==> config.mk <==
export PLATFORM = sky130hd
export DESIGN_NAME = ifq_pair_flat
export DESIGN_NICKNAME = d
export VERILOG_FILES = /design/src/rtl/ifq_pair_if.sv /design/src/rtl/ifq_pair.sv /design/src/flat_wrapper.sv
export SDC_FILE = /design/constraint.sdc
export NUM_CORES = 1
export LEC_CHECK = 0
export CAP_MARGIN = 5
export CORE_ASPECT_RATIO = 0.6
export CORE_MARGIN = 2
export CORE_UTILIZATION = 43
export CTS_CLUSTER_DIAMETER = 40
export DETAILED_ROUTE_END_ITERATION = 10
export GPL_TIMING_DRIVEN = 0
export PLACE_DENSITY_LB_ADDON = 0.12
export SLEW_MARGIN = 10
export SYNTH_ARGS = -nofsm -noshare
export SYNTH_HDL_FRONTEND = slang
export SYNTH_SLANG_ARGS = --single-unit
==> constraint.sdc <==
create_clock -name clk -period 32 [get_ports clk]
set_input_delay 6.4 -clock clk [delete_from_list [all_inputs] [get_ports clk]]
set_output_delay 6.4 -clock clk [all_outputs]
set_load 0.05 [all_outputs]
==> src/rtl/ifq_pair_if.sv <==
// Fetch-to-decode bundle for the pairing queue: the fetch packet side and the
// two-wide decode presentation side.
interface ifq_pair_if;
  logic [63:0] f_pc;
  logic [63:0] f_data;
  logic [1:0]  f_slot_valid;
  logic [1:0]  f_bp;
  logic [3:0]  f_bp_track;
  logic [63:0] f_bt;
  logic        f_valid;
  logic        f_ready;

  logic [63:0] if_dec0_pc;
  logic [31:0] if_dec0_instr;
  logic        if_dec0_bp;
  logic [1:0]  if_dec0_bp_track;
  logic [63:0] if_dec0_bt;
  logic        if_dec0_valid;
  logic [63:0] if_dec1_pc;
  logic [31:0] if_dec1_instr;
  logic        if_dec1_bp;
  logic [1:0]  if_dec1_bp_track;
  logic [63:0] if_dec1_bt;
  logic        if_dec1_valid;
  logic        if_dec_ready;

  modport master (
    output f_pc, f_data, f_slot_valid, f_bp, f_bp_track, f_bt, f_valid,
    input  f_ready,
    input  if_dec0_pc, if_dec0_instr, if_dec0_bp, if_dec0_bp_track, if_dec0_bt, if_dec0_valid,
    input  if_dec1_pc, if_dec1_instr, if_dec1_bp, if_dec1_bp_track, if_dec1_bt, if_dec1_valid,
    output if_dec_ready
  );

  modport slave (
    input  f_pc, f_data, f_slot_valid, f_bp, f_bp_track, f_bt, f_valid,
    output f_ready,
    output if_dec0_pc, if_dec0_instr, if_dec0_bp, if_dec0_bp_track, if_dec0_bt, if_dec0_valid,
    output if_dec1_pc, if_dec1_instr, if_dec1_bp, if_dec1_bp_track, if_dec1_bt, if_dec1_valid,
    input  if_dec_ready
  );
endinterface

==> src/rtl/ifq_pair.sv <==
// Fetch-side pairing queue: compacts valid slots of 2-wide fetch packets into an
// in-order FIFO and presents the two oldest instructions to decode.
module ifq_pair #(
  parameter int unsigned DEPTH = 4,
  parameter int unsigned ABITS = 2
) (
  input  logic       clk,
  input  logic       rst,
  input  logic       pipe_flush,
  ifq_pair_if.slave  fq
);
  localparam int unsigned CW = ABITS + 1;

  typedef struct packed {
    logic [63:0] pc;
    logic [31:0] instr;
    logic        bp;
    logic [1:0]  bp_track;
    logic [63:0] bt;
  } entry_t;

  entry_t           mem_q [DEPTH];
  entry_t           mem_d [DEPTH];
  logic [ABITS-1:0] rp_q, rp_d, wp_q, wp_d, rp1;
  logic [CW-1:0]    count_q, count_d, npush, npop;
  logic             dec0_valid_q, dec0_valid_d;
  logic             dec1_valid_q, dec1_valid_d;
  logic             f_ready_q, f_ready_d;
  logic             s0_v, s1_v, push_en;
  entry_t           e0, e1;

  // Slot decode, compaction write and pointer/count bookkeeping.
  always_comb begin
    s0_v    = fq.f_slot_valid[0];
    s1_v    = fq.f_slot_valid[1] && !(fq.f_slot_valid[0] && fq.f_bp[0]);
    push_en = fq.f_valid && f_ready_q && !pipe_flush && !rst;

    e0 = '{pc: {fq.f_pc[63:3], 3'b000}, instr: fq.f_data[31:0], bp: fq.f_bp[0],
           bp_track: fq.f_bp_track[1:0], bt: fq.f_bt};
    e1 = '{pc: {fq.f_pc[63:3], 3'b100}, instr: fq.f_data[63:32], bp: fq.f_bp[1],
           bp_track: fq.f_bp_track[3:2], bt: fq.f_bt};

    npush = push_en ? (CW'(s0_v) + CW'(s1_v)) : '0;
    npop  = fq.if_dec_ready ? (CW'(dec0_valid_q) + CW'(dec1_valid_q)) : '0;

    mem_d = mem_q;
    if (push_en) begin
      if (s0_v) begin
        mem_d[wp_q] = e0;
        if (s1_v) mem_d[wp_q + ABITS'(1)] = e1;
      end else if (s1_v) begin
        mem_d[wp_q] = e1;
      end
    end

    rp_d    = rp_q + ABITS'(npop);
    wp_d    = wp_q + ABITS'(npush);
    count_d = count_q + npush - npop;
    if (pipe_flush) begin
      rp_d    = '0;
      wp_d    = '0;
      count_d = '0;
    end

    dec0_valid_d = count_d >= CW'(1);
    dec1_valid_d = count_d >= CW'(2);
    f_ready_d    = (CW'(DEPTH) - count_d) >= CW'(2);
  end

  always_ff @(posedge clk) begin
    if (rst) begin
      rp_q         <= '0;
      wp_q         <= '0;
      count_q      <= '0;
      dec0_valid_q <= 1'b0;
      dec1_valid_q <= 1'b0;
      f_ready_q    <= 1'b1;
    end else begin
      rp_q         <= rp_d;
      wp_q         <= wp_d;
      count_q      <= count_d;
      dec0_valid_q <= dec0_valid_d;
      dec1_valid_q <= dec1_valid_d;
      f_ready_q    <= f_ready_d;
    end
  end

  // Storage is intentionally left out of reset.
  always_ff @(posedge clk) begin
    mem_q <= mem_d;
  end

  assign rp1 = rp_q + ABITS'(1);

  assign fq.f_ready          = f_ready_q;
  assign fq.if_dec0_valid    = dec0_valid_q;
  assign fq.if_dec1_valid    = dec1_valid_q;
  assign fq.if_dec0_pc       = mem_q[rp_q].pc;
  assign fq.if_dec0_instr    = mem_q[rp_q].instr;
  assign fq.if_dec0_bp       = mem_q[rp_q].bp;
  assign fq.if_dec0_bp_track = mem_q[rp_q].bp_track;
  assign fq.if_dec0_bt       = mem_q[rp_q].bt;
  assign fq.if_dec1_pc       = mem_q[rp1].pc;
  assign fq.if_dec1_instr    = mem_q[rp1].instr;
  assign fq.if_dec1_bp       = mem_q[rp1].bp;
  assign fq.if_dec1_bp_track = mem_q[rp1].bp_track;
  assign fq.if_dec1_bt       = mem_q[rp1].bt;
endmodule

==> src/flat_wrapper.sv <==
// flat-port wrapper written by rule: the top's interface ports become plain ports
module ifq_pair_flat 
#(
  parameter int unsigned DEPTH = 4,
  parameter int unsigned ABITS = 2
)
  (clk, rst, pipe_flush, fq_f_pc, fq_f_data, fq_f_slot_valid, fq_f_bp, fq_f_bp_track, fq_f_bt, fq_f_valid, fq_f_ready, fq_if_dec0_pc, fq_if_dec0_instr, fq_if_dec0_bp, fq_if_dec0_bp_track, fq_if_dec0_bt, fq_if_dec0_valid, fq_if_dec1_pc, fq_if_dec1_instr, fq_if_dec1_bp, fq_if_dec1_bp_track, fq_if_dec1_bt, fq_if_dec1_valid, fq_if_dec_ready);
  ifq_pair_if fq_i ();
  input  logic clk;
  input  logic rst;
  input  logic pipe_flush;
  input wire logic [$bits(fq_i.f_pc)-1:0] fq_f_pc;
  input wire logic [$bits(fq_i.f_data)-1:0] fq_f_data;
  input wire logic [$bits(fq_i.f_slot_valid)-1:0] fq_f_slot_valid;
  input wire logic [$bits(fq_i.f_bp)-1:0] fq_f_bp;
  input wire logic [$bits(fq_i.f_bp_track)-1:0] fq_f_bp_track;
  input wire logic [$bits(fq_i.f_bt)-1:0] fq_f_bt;
  input wire logic [$bits(fq_i.f_valid)-1:0] fq_f_valid;
  output wire logic [$bits(fq_i.f_ready)-1:0] fq_f_ready;
  output wire logic [$bits(fq_i.if_dec0_pc)-1:0] fq_if_dec0_pc;
  output wire logic [$bits(fq_i.if_dec0_instr)-1:0] fq_if_dec0_instr;
  output wire logic [$bits(fq_i.if_dec0_bp)-1:0] fq_if_dec0_bp;
  output wire logic [$bits(fq_i.if_dec0_bp_track)-1:0] fq_if_dec0_bp_track;
  output wire logic [$bits(fq_i.if_dec0_bt)-1:0] fq_if_dec0_bt;
  output wire logic [$bits(fq_i.if_dec0_valid)-1:0] fq_if_dec0_valid;
  output wire logic [$bits(fq_i.if_dec1_pc)-1:0] fq_if_dec1_pc;
  output wire logic [$bits(fq_i.if_dec1_instr)-1:0] fq_if_dec1_instr;
  output wire logic [$bits(fq_i.if_dec1_bp)-1:0] fq_if_dec1_bp;
  output wire logic [$bits(fq_i.if_dec1_bp_track)-1:0] fq_if_dec1_bp_track;
  output wire logic [$bits(fq_i.if_dec1_bt)-1:0] fq_if_dec1_bt;
  output wire logic [$bits(fq_i.if_dec1_valid)-1:0] fq_if_dec1_valid;
  input wire logic [$bits(fq_i.if_dec_ready)-1:0] fq_if_dec_ready;
  assign fq_i.f_pc = fq_f_pc;
  assign fq_i.f_data = fq_f_data;
  assign fq_i.f_slot_valid = fq_f_slot_valid;
  assign fq_i.f_bp = fq_f_bp;
  assign fq_i.f_bp_track = fq_f_bp_track;
  assign fq_i.f_bt = fq_f_bt;
  assign fq_i.f_valid = fq_f_valid;
  assign fq_f_ready = fq_i.f_ready;
  assign fq_if_dec0_pc = fq_i.if_dec0_pc;
  assign fq_if_dec0_instr = fq_i.if_dec0_instr;
  assign fq_if_dec0_bp = fq_i.if_dec0_bp;
  assign fq_if_dec0_bp_track = fq_i.if_dec0_bp_track;
  assign fq_if_dec0_bt = fq_i.if_dec0_bt;
  assign fq_if_dec0_valid = fq_i.if_dec0_valid;
  assign fq_if_dec1_pc = fq_i.if_dec1_pc;
  assign fq_if_dec1_instr = fq_i.if_dec1_instr;
  assign fq_if_dec1_bp = fq_i.if_dec1_bp;
  assign fq_if_dec1_bp_track = fq_i.if_dec1_bp_track;
  assign fq_if_dec1_bt = fq_i.if_dec1_bt;
  assign fq_if_dec1_valid = fq_i.if_dec1_valid;
  assign fq_i.if_dec_ready = fq_if_dec_ready;
  ifq_pair #(.DEPTH(DEPTH), .ABITS(ABITS)) u_core (.clk(clk), .rst(rst), .pipe_flush(pipe_flush), .fq(fq_i));
endmodule
---- Word-level counts from Yosys, hierarchy flattened ----
Cells that the tools add are included.
word-level totals
  register bits ........................... 662
  bits in latches ......................... 0
  memory bits (writable) .................. 0
  memory bits (read-only) ................. 0
  word-level logic and storage cells ...... 80
  memories kept ........................... 0
cells by class
  add/sub/neg operators ................... 9
  $mul .................................... 0
  div/mod/pow operators ................... 0
  magnitude comparators ................... 9
  equal/unequal tests ..................... 0
  shift-type cells ........................ 0
  muxes and demuxes ....................... 19
  bitwise gates (word level) .............. 4
  reductions and logical operators ........ 13
operators with widths
  cell                   number
  $bwmux W652            3
  $mux W652              3
  $mux W163              6
  $bmux W163 S2          2
  $demux W163 S2         2
  $ge A3 B3 Y1 const B   4
  $not A2 Y3             4
  $mux W3                3
  $logic_and A1 B1 Y1    7
  $ge A3 B2 Y1 const B   2
  $lt A3 B1 Y1 const B   2
  $add A1 B1 Y2          2
  $add A2 B1 Y2 const B  2
  $add A2 B2 Y2          2
  $add A3 B3 Y3          1
  $ge A3 B1 Y1 const B   1
  $logic_not A1 Y1       3
  $sub A3 B3 Y3          1
  $sub A3 B3 Y3 const A  1
  $reduce_and A2 Y1      1
  $reduce_bool A2 Y1     1
  $reduce_or A2 Y1       1

---- Logic depth before layout (Yosys ltp) ----
  depth in word-level cells ............... 10
  gate-level depth with buffers ........... 12
  gate-level depth less buffers ........... 11

---- Worst setup path before layout ----
No wires, ideal clock.
  path kind ............................... input port to flip-flop
  start point ............................. in fq_f_slot_valid[0]
  end point ............................... reg u_core.mem_q[0] (netlist bit), enable pin
  arrival ................................. 17.256 ns
  required time ........................... 31.143 ns
  slack ................................... 13.888 ns
  stages .................................. 6
  buffers on the path ..................... 1
  path through ............................ buf_2 -> a21boi_0 -> inv_1 -> ha_1 -> nand4b_1 -> inv_1
between the ends
  cells in the longest elaborated chain, start to end .. 5
ends and longest elaborated chain
  what                                     RTL line            text
  start: declaration                       flat_wrapper.sv:14  input wire logic [$bits(fq_i.f_slot_valid)-1:0] fq_f_slot_valid;
  $logic_and A1 B1 Y1                      ifq_pair.sv:35      s1_v = fq.f_slot_valid[1] && !(fq.f_slot_valid[0] && fq.f_bp[0]);
  $logic_not A1 Y1                         ifq_pair.sv:35
  $logic_and A1 B1 Y1                      ifq_pair.sv:35
  $reduce_bool A2 Y1 (no source line) (*)  n/a
  $reduce_and A2 Y1 (no source line) (*)   n/a
  end signal: assignment                   ifq_pair.sv:90      mem_q <= mem_d;
  end: declaration                         ifq_pair.sv:22      entry_t mem_q [DEPTH];
Every way passes the cells marked *; elsewhere a longest branch is shown, timed or not.
A chain may end at the register's enable or synchronous reset.

---- Worst setup path after layout ----
  start point ............................. reg u_core.rp_q[1]
  end point ............................... out fq_if_dec0_bp
between the ends
  cells in the longest elaborated chain, start to end .. 4
ends and longest elaborated chain
  what                              RTL line            text
  start: declaration                ifq_pair.sv:24      logic [ABITS-1:0] rp_q, rp_d, wp_q, wp_d, rp1;
  start signal: assignment          ifq_pair.sv:79      rp_q <= rp_d;
  $not A2 Y3 (not written as such)  ifq_pair.sv:100     assign fq.if_dec0_bp = mem_q[rp_q].bp;
  $bmux W163 S2                     ifq_pair.sv:100
  $mux W163 (2 in a row)            n/a
  end: declaration                  flat_wrapper.sv:22  output wire logic [$bits(fq_i.if_dec0_bp)-1:0] fq_if_dec0_bp;
Every way passes these cells. The select of a mux whose other input is x is not followed.

==> results_dict.tcl <==
set metrics [dict create \
    seqPwrFrac_pct 37.1 \
    drtAntennaViolNets 0 \
    worstMarginPinSlew_ps 1200 \
    grt_start_max_net_pins 104 \
    ys_warn_count 0 \
    post-cts-setup-buffer-count 0 \
    io_pins 534 \
    multi_input_area_um2 16400 \
    required_ps 25600 \
    drt-wirelength-per-cell_um 28.3 \
    rsz0062_at_grt "false" \
    htreeDepth 3 \
    cts_buffer_depth 3 \
    p_leak_nw 15.4 \
    critPathArrivalTime_ps 4320 \
    hold_buffers 0 \
    comb_power_share_pct 22.5 \
    cap_violations 0 \
    yosys.cell_count.top_type "edfxtp_1" \
    worstSkewPairLatency_ps 680 \
    timing.hold.ws_ps 581 \
    clock.fmax_ghz 0.0932 \
    clk_pin_slew_ps 60 \
    path_max_fanout 10 \
    dr.pass1.iters 7 \
    routed_wl_mm 114 \
    gp_congestion 0.847 \
    use_met3_pct 5.83 \
    ir_drop_mv 0.0480 \
    status "completed" \
    use_met1_pct 34.6 \
    slew_headroom_pct 20.0 \
    via_per_inst 6.03 \
    period_minus_slack_ps 10720 \
    syn_inst 2145 \
    cts_resized 0 \
    track_usage_pct 25.2 \
    switching_power_uw 831 \
    power_frac_clock_pct 40.4 \
    tns_ps 0 \
    yosysSeqAreaShare_pct 53.3 \
    vias 24269 \
    drc_errors 0 \
    synth_nets 2363 \
    drive_above_1_share_pct 38.3 \
    p_per_area_nw_per_um2 57.1 \
    endpoint_kind "output pin" \
    io_buffers 530 \
    setup_violations 0 \
    finalCritPeriodShare_pct 33.5 \
    yosysTopAreaCell "edfxtp_1" \
    grt-ovfl-total 0 \
    min_path_type "flop to flop" \
    synthArstFlopShare_pct 0 \
    grt_pass1_vias 25035 \
    critPathKind "flop to output pin" \
    synth_common_cells "edfxtp_1, mux2_2, mux4_2, mux2i_1, buf_2" \
    syn_avg_cell_area_um2 17.3 \
    die_y_um 232 \
    synth_area_leaders "edfxtp_1, mux4_2, mux2_2, mux2i_1, o2bb2ai_1" \
    synth_edf_count 652 \
    rows 83 \
    synth_cell_types 47 \
    fin_worst_skew_ps 22.2 \
    ys_ff_latch 662 \
    synthToLayoutAreaGrowth_pct 27.9 \
    hpwl_mm 78.2 \
    grt_use_met2_pct 39.7 \
    tritoncts "done" \
    cts-root-buf "clkbuf_16" \
    hold_viol 0 \
    syn-cell-area_um2 37100 \
    nNetsFinal 2999 \
    n_fill_cell 6708 \
    intPower_mw 1.88 \
    first_iter_violations 2305 \
    grt_pass1_wl_mm 167 \
    numCtsBuffers 95 \
    ys.flop_type "edfxtp_1" \
    dieArea_um2 88800 \
    critPathLaunchType "flop" \
    core_area_um2 85500 \
    regArea_um2 19800 \
    swShare_pct 30.7 \
    grt.busiest_layer "met2" \
    die_x_um 383 \
    synth_top_area_share_pct 52.8 \
    start_util_pct 43.4 \
    antenna_found_initial 18 \
    cts_sinks 662 \
    report.final.slew_viol_count 0 \
]
power by group through the flow:
stage	Clock, mW	Combinational [mW]	Sequential, mW
after floorplan	0	0.397	1.03
after global placement	0	0.604	1.04
after detailed placement	0	0.613	1.02
after CTS	1.11	0.616	1.00
after global routing	1.15	0.636	1.01
final	1.09	0.609	1.01
routing by layer:
metal | up-vias | routed length (um)
met2 | 948 | 54400
met1 | 12824 | 48000
met4 | 4 | 3340
met3 | 193 | 8470
met5 | - | 26
li1 | 10300 | -
path summary, 6_finish.rpt:
kind / start / to / slack [ps] / cells after the start
hold reg to reg: u_core.mem_q[99] / u_core.mem_q[99] / 580 / 1
setup reg to reg: u_core.fq.if_dec1_valid / u_core.fq.f_ready / 28820 / 10
hold / removal: u_core.mem_q[99] / u_core.mem_q[99] / 580 / 1
setup / recovery: u_core.rp_q[1] / fq_if_dec0_bp / 21280 / 5
layout by cell type, fill, tap and decap left out, types with 15 or more instances in the layout:
master and instances:
buf_1 19, mux2_2 457, o2bb2ai_1 71, clkbuf_16 95, diode_2 17, nor3_1 23
mux2i_1 128, o21ai_0 58, edfxtp_1 652, nor2_1 24, nand2_1 62, a21oi_1 15
clkbuf_1 43, mux4_2 326, clkdlybuf4s50_1 530, mux2_1 43, clkinvlp_4 16, buf_2 103
worst max-delay path, cell delays in order (launching register included):
cell and delay [ps]:
dfxtp_1 340, buf_2 420, clkbuf_1 850, buf_1 770, mux4_2 350, clkdlybuf4s50_1 890
state kept, by name, summed over array words and instances (netlist names), named ones only:
name,flops
u_core.mem_q,650
u_core.fq.if_dec1_valid,1
u_core.rp_q,2
u_core.fq.f_ready,1
u_core.fq.if_dec0_valid,1
u_core.wp_q,2
u_core.count_q,3
through the flow:
stage	worst slack [ps]	utilization, %	cell area (um^2)	instances	total power [mW]
global route	21090	55.5	47400	4023	2.79
CTS	21130	55.5	47400	4010	2.73
detailed placement	21320	51.6	44100	3831	1.64
global placement	8830	51.3	43900	3822	1.64
floorplan	13890	-	37100	2145	1.43
finish	21280	55.5	47500	4027	2.71
final cells by class:
type / count / share of cell area [%]
antenna: 17 / 0.0896
buffer: 176 / 1.92
clock buffer: 106 / 5.12
clock inverter: 73 / 1.84
inverter: 12 / 0.111
multi-input combinational: 1295 / 34.6
sequential: 662 / 41.7
tap: 1147 / 3.02
timing repair buffer: 539 / 11.6
kinds of logic (layout without fill, tap and decap cells):
group                      Yosys count  in the layout  share of synthesized area [%]
adders and majority gates           13             13                          0.479
DFF                                662            662                           53.3
and+or+nand+nor                    164            164                           2.12
AOI/OAI and AO/OA                  158            158                           2.94
xor gates and xnor gates             6              6                          0.179
other                                0             17                              0
buffers and inverters              188            906                           2.58
muxes                              954            954                           38.4
Power figures use the tool's default switching activity.
